### config.mk
export PLATFORM = sky130hd
export DESIGN_NAME = block_shifter
export DESIGN_NICKNAME = d
export VERILOG_FILES = /design/src/rtl/block_shifter.sv
export SDC_FILE = /design/constraint.sdc
export NUM_CORES = 1
export LEC_CHECK = 0
export ABC_AREA = 1
export CAP_MARGIN = 30
export CORE_MARGIN = 2
export CORE_UTILIZATION = 51
export CTS_BUF_LIST = sky130_fd_sc_hd__clkbuf_8
export CTS_CLUSTER_SIZE = 12
export DETAILED_ROUTE_END_ITERATION = 12
export PLACE_DENSITY = 0.95
export SLEW_MARGIN = 15
export SYNTH_ARGS = -nofsm -noshare
export SYNTH_HDL_FRONTEND = slang
export SYNTH_SLANG_ARGS = --single-unit
### constraint.sdc
create_clock -name clk -period 2.6 [get_ports clk]
set_input_delay 0.78 -clock clk [delete_from_list [all_inputs] [get_ports clk]]
set_output_delay 0.78 -clock clk [all_outputs]
set_load 0.03 [all_outputs]
### src/rtl/block_shifter.sv
// Moving-block row for a stacker game: a block pattern shifts left/right on game
// ticks until the player stops it, then it is ANDed with the row beneath it.
module block_shifter #(
  parameter int WIDTH    = 8,
  parameter int TICK_DIV = 1,
  parameter int WRAP     = 0
) (
  input  logic             clk,
  input  logic             rst,
  input  logic             tick,
  input  logic             load,
  input  logic [WIDTH-1:0] blockLoc,
  input  logic [WIDTH-1:0] belowRow,
  input  logic             stopBtn,
  output logic [WIDTH-1:0] newBlockLoc,
  output logic [WIDTH-1:0] placedRow,
  output logic             placedValid,
  output logic             gameOver,
  output logic             busy,
  output logic [1:0]       fsm_state
);

  localparam int DW = (TICK_DIV > 1) ? $clog2(TICK_DIV) : 1;

  typedef enum logic [1:0] {
    IDLE  = 2'd0,
    SHIFT = 2'd1,
    PLACE = 2'd2,
    OVER  = 2'd3
  } state_t;

  state_t           state, state_next;
  logic             dir_left;
  logic [DW-1:0]    div;
  logic             stop_q;
  logic             stop_edge;
  logic             div_wrap;
  logic             load_ok;
  logic [WIDTH-1:0] blk;
  logic [WIDTH-1:0] moved;
  logic             dir_moved;

  assign stop_edge   = stopBtn & ~stop_q;
  assign div_wrap    = (div == DW'(TICK_DIV - 1));
  assign load_ok     = load && (blockLoc != '0);
  assign newBlockLoc = blk;
  assign fsm_state   = state;

  // One-cell move candidate; in bounce mode a blocked edge reverses direction
  // and a block that touches both edges stays put.
  always_comb begin
    moved     = blk;
    dir_moved = dir_left;
    if (WRAP != 0) begin
      if (dir_left) moved = {blk[WIDTH-2:0], blk[WIDTH-1]};
      else          moved = {blk[0], blk[WIDTH-1:1]};
    end else if (!dir_left) begin
      if (!blk[0]) begin
        moved = blk >> 1;
      end else if (!blk[WIDTH-1]) begin
        moved     = blk << 1;
        dir_moved = 1'b1;
      end
    end else begin
      if (!blk[WIDTH-1]) begin
        moved = blk << 1;
      end else if (!blk[0]) begin
        moved     = blk >> 1;
        dir_moved = 1'b0;
      end
    end
  end

  always_ff @(posedge clk) begin
    if (rst) state <= IDLE;
    else     state <= state_next;
  end

  always_comb begin
    state_next = state;
    case (state)
      IDLE:    if (load_ok) state_next = SHIFT;
      SHIFT:   if (stop_edge) state_next = PLACE;
      PLACE:   state_next = (placedRow == '0) ? OVER : IDLE;
      default: state_next = OVER;
    endcase
  end

  always_comb begin
    placedValid = (state == PLACE);
    busy        = (state == SHIFT) || (state == PLACE);
  end

  // placedRow is captured on the stop edge so it is already valid during PLACE.
  always_ff @(posedge clk) begin
    if (rst) begin
      blk       <= '0;
      placedRow <= '0;
      gameOver  <= 1'b0;
      dir_left  <= 1'b0;
      div       <= '0;
      stop_q    <= 1'b0;
    end else begin
      stop_q <= stopBtn;
      case (state)
        IDLE: begin
          if (load_ok) begin
            blk      <= blockLoc;
            dir_left <= 1'b0;
            div      <= '0;
          end
        end
        SHIFT: begin
          if (stop_edge) begin
            placedRow <= blk & belowRow;
          end else if (tick) begin
            if (div_wrap) begin
              div      <= '0;
              blk      <= moved;
              dir_left <= dir_moved;
            end else begin
              div <= div + 1'b1;
            end
          end
        end
        PLACE: begin
          if (placedRow == '0) gameOver <= 1'b1;
        end
        default: ;
      endcase
    end
  end

endmodule

==> impl_metrics.toml <==
[timing]
worst_slack_ns = 0.112
max_freq_ghz = 0.402
finalSetupTns_ns = 0
final.setup_skew_ns = 0.0123
slew_headroom_pct = 52.0
rsz0062_at_grt = "false"
setup_viol = 0
slew_violations = 0
finalCritPeriodShare_pct = 95.7
tightestPinTransition_ns = 0.721
post-route-min-period_ns = 2.49
hold_violations = 0

[logic_synthesis]
syn_area_um2 = 1310
synth_cell_types = 29
ys.warnings.count = 0
synth_cells = 193
synth-seq-area-share_pct = 32.0
synth_seq_cells = 21
syn_nets = 218
syn-mean-instance-area_um2 = 6.80

[power_and_ir_drop]
sw_frac_of_total_pct = 50.6
power_density_nw_per_um2 = 1080
power_frac_seq_pct = 26.3
p_leak_nw = 0.765
power_frac_comb_pct = 62.1
p_switching_uw = 969
power.share.clock_pct = 11.6
p_int_uw = 946
vdd_drop_max_mv = 0.861

[route]
drt_iter0_markers = 50
dr.pass1.iters = 4
wl_per_cell_um = 13.7
vias = 1419
wl_um = 3620
avgViaCountPerCell = 5.38
drt_drc_violations_left = 0
detail-route-antenna-nets = 0

[place]
hpwl_um = 2720
gp_congestion = 0.935
dp_worst_setup_slack_ns = 0.414
portBuffers = 41
dp.cells = 260

[floorplanning]
design.die.area_um2 = 3000
num_io_pins = 42
die_h_um = 54.7
die_w_um = 54.7
core_area_um2 = 2450
initial_utilization_pct = 53.5
num_rows = 18

[global_routing]
grt.busiest_layer = "met2"
grt_max_degree = 17
grt_pass1_vias = 1275
grt_overflow = 0
grtUsageMet2_pct = 44.6
gr-usage-met1_pct = 33.9
grt_use_total_pct = 26.5
grt_pass1_wl_um = 5670
antenna_found_initial = 0
grtUsageMet3_pct = 4.64

[finish]
filler_cell_count = 200
final_nets = 260
final_cells = 264
syn_to_final_growth_pct = 34.8
final_common_cell = "nand2_1"
drive_above_1_share_pct = 11.1
diodes = 0
layout_common_cells = "nand2_1, clkdlybuf4s50_1, nor2_1"
finalCoreUtilization_pct = 72.1

[clock_tree]
cts_resized = 0
clk_latency_ns = 0.27
postCtsSetupRepairBufs = 0
hold_buffers = 0
htreeDepth = 1
cts_tree = "done"
clockRootBuffer = "clkbuf_8"
cts_buffers = 3
clk_pin_slew_ns = 0.09
cts_sinks = 21
clock_path_buffers = 2

[setup_path]
arrival_ns = 1.71
required_ns = 1.82
r2r_slack_ns = 0.60
endpoint_kind = "output pin"
cp-start-kind = "flop"
critical_path.max_fanout = 5
critical_path_class = "reg2out"

[worst_hold_path]
hp-class = "reg2reg"

[job]
max_cap_viol_count = 0

[status]
status = "complete, no violations"
## cell families after synthesis
family | share of synthesized area [%]
AOI/OAI and AO/OA | 13.0
adders and majority gates | 3.81
DFF | 32.0
and+or+nand+nor | 39.7
buffers and inverters | 11.5
## worst max-delay path: stages (launching register included)
cell and delay, ns:
dfxtp_1 0.42, inv_1 0.09, ha_1 0.27, clkdlybuf4s50_1 0.66
## sequential cells by signal, summed over array words and instances (netlist names)
name and count:
gameOver 1, placedRow 8, fsm_state 2, stop_q 1, dir_left 1, newBlockLoc 8
## worst paths after layout
kind / startpoint / to / depth (start not counted)
setup / recovery: fsm_state[1] / busy / 3
hold / removal: gameOver / gameOver / 2
setup reg to reg: fsm_state[1] / dir_left / 6
hold reg to reg: gameOver / gameOver / 2
## routing by layer
| layer | up-vias | part of all wire (%) |
|---|---|---|
| li1 | 696 | - |
| met1 | 648 | 41 |
| met2 | 64 | 51 |
| met3 | 11 | 6.1 |
| met4 | 0 | 1.9 |
| met5 | - | 0 |
## Yosys cell counts
cell | n | area (um2)
dfxtp_1 | 21 | 420
o22ai_2 | 1 | 12.5
a211oi_1 | 1 | 7.51
nand2_4 | 1 | 11.3
nand2_2 | 6 | 37.5
o211ai_1 | 1 | 7.51
nand3_4 | 1 | 17.5
o22a_1 | 1 | 8.76
o21ai_1 | 1 | 5.00
o31ai_2 | 1 | 12.5
nand2_1 | 54 | 203
a21oi_1 | 11 | 55.1
o21ai_2 | 1 | 8.76
nor2_1 | 28 | 105
ha_1 | 4 | 50.1
inv_6 | 1 | 8.76
buf_1 | 1 | 3.75
buf_6 | 3 | 33.8
o22ai_4 | 1 | 20.0
o22ai_1 | 1 | 6.26
nand4_1 | 7 | 43.8
inv_1 | 23 | 86.3
nand3_1 | 13 | 65.1
buf_4 | 1 | 7.51
or2_1 | 1 | 6.26
nor2_4 | 1 | 11.3
nor2_8 | 1 | 20.0
a21oi_2 | 3 | 26.3
inv_2 | 3 | 11.3
## power by group through the flow
| stage | Sequential (mW) | Combinational [mW] | Clock (mW) |
|---|---|---|---|
| floorplan | 0.604 | 0.765 | 0 |
| finish | 0.504 | 1.19 | 0.222 |
| detailed placement | 0.502 | 1.17 | 0 |
| global route | 0.511 | 1.29 | 0.233 |
| global placement | 0.499 | 1.14 | 0 |
| CTS | 0.498 | 1.18 | 0.216 |
## stage by stage
stage / instance area [um2] / hold WS [ns] / total power, mW
final: 1770 / 0.466 / 1.92
after global routing: 1770 / 0.493 / 2.03
after CTS: 1770 / 0.469 / 1.90
after detailed placement: 1720 / 0.459 / 1.67
after global placement: 1720 / 0.441 / 1.64
after floorplan: 1310 / 0.493 / 1.37
## layout make-up
type	count	area [um2]	share of cell area [%]
Sequential cell	21	420	23.8
Tap cell	30	37.5	2.12
Clock buffer	3	41.3	2.33
Timing Repair Buffer	42	418	23.6
Multi-Input combinational cell	140	741	41.9
Inverter	27	106	6.01
Clock inverter	1	5.00	0.283
(Power assumes the default switching activity.)
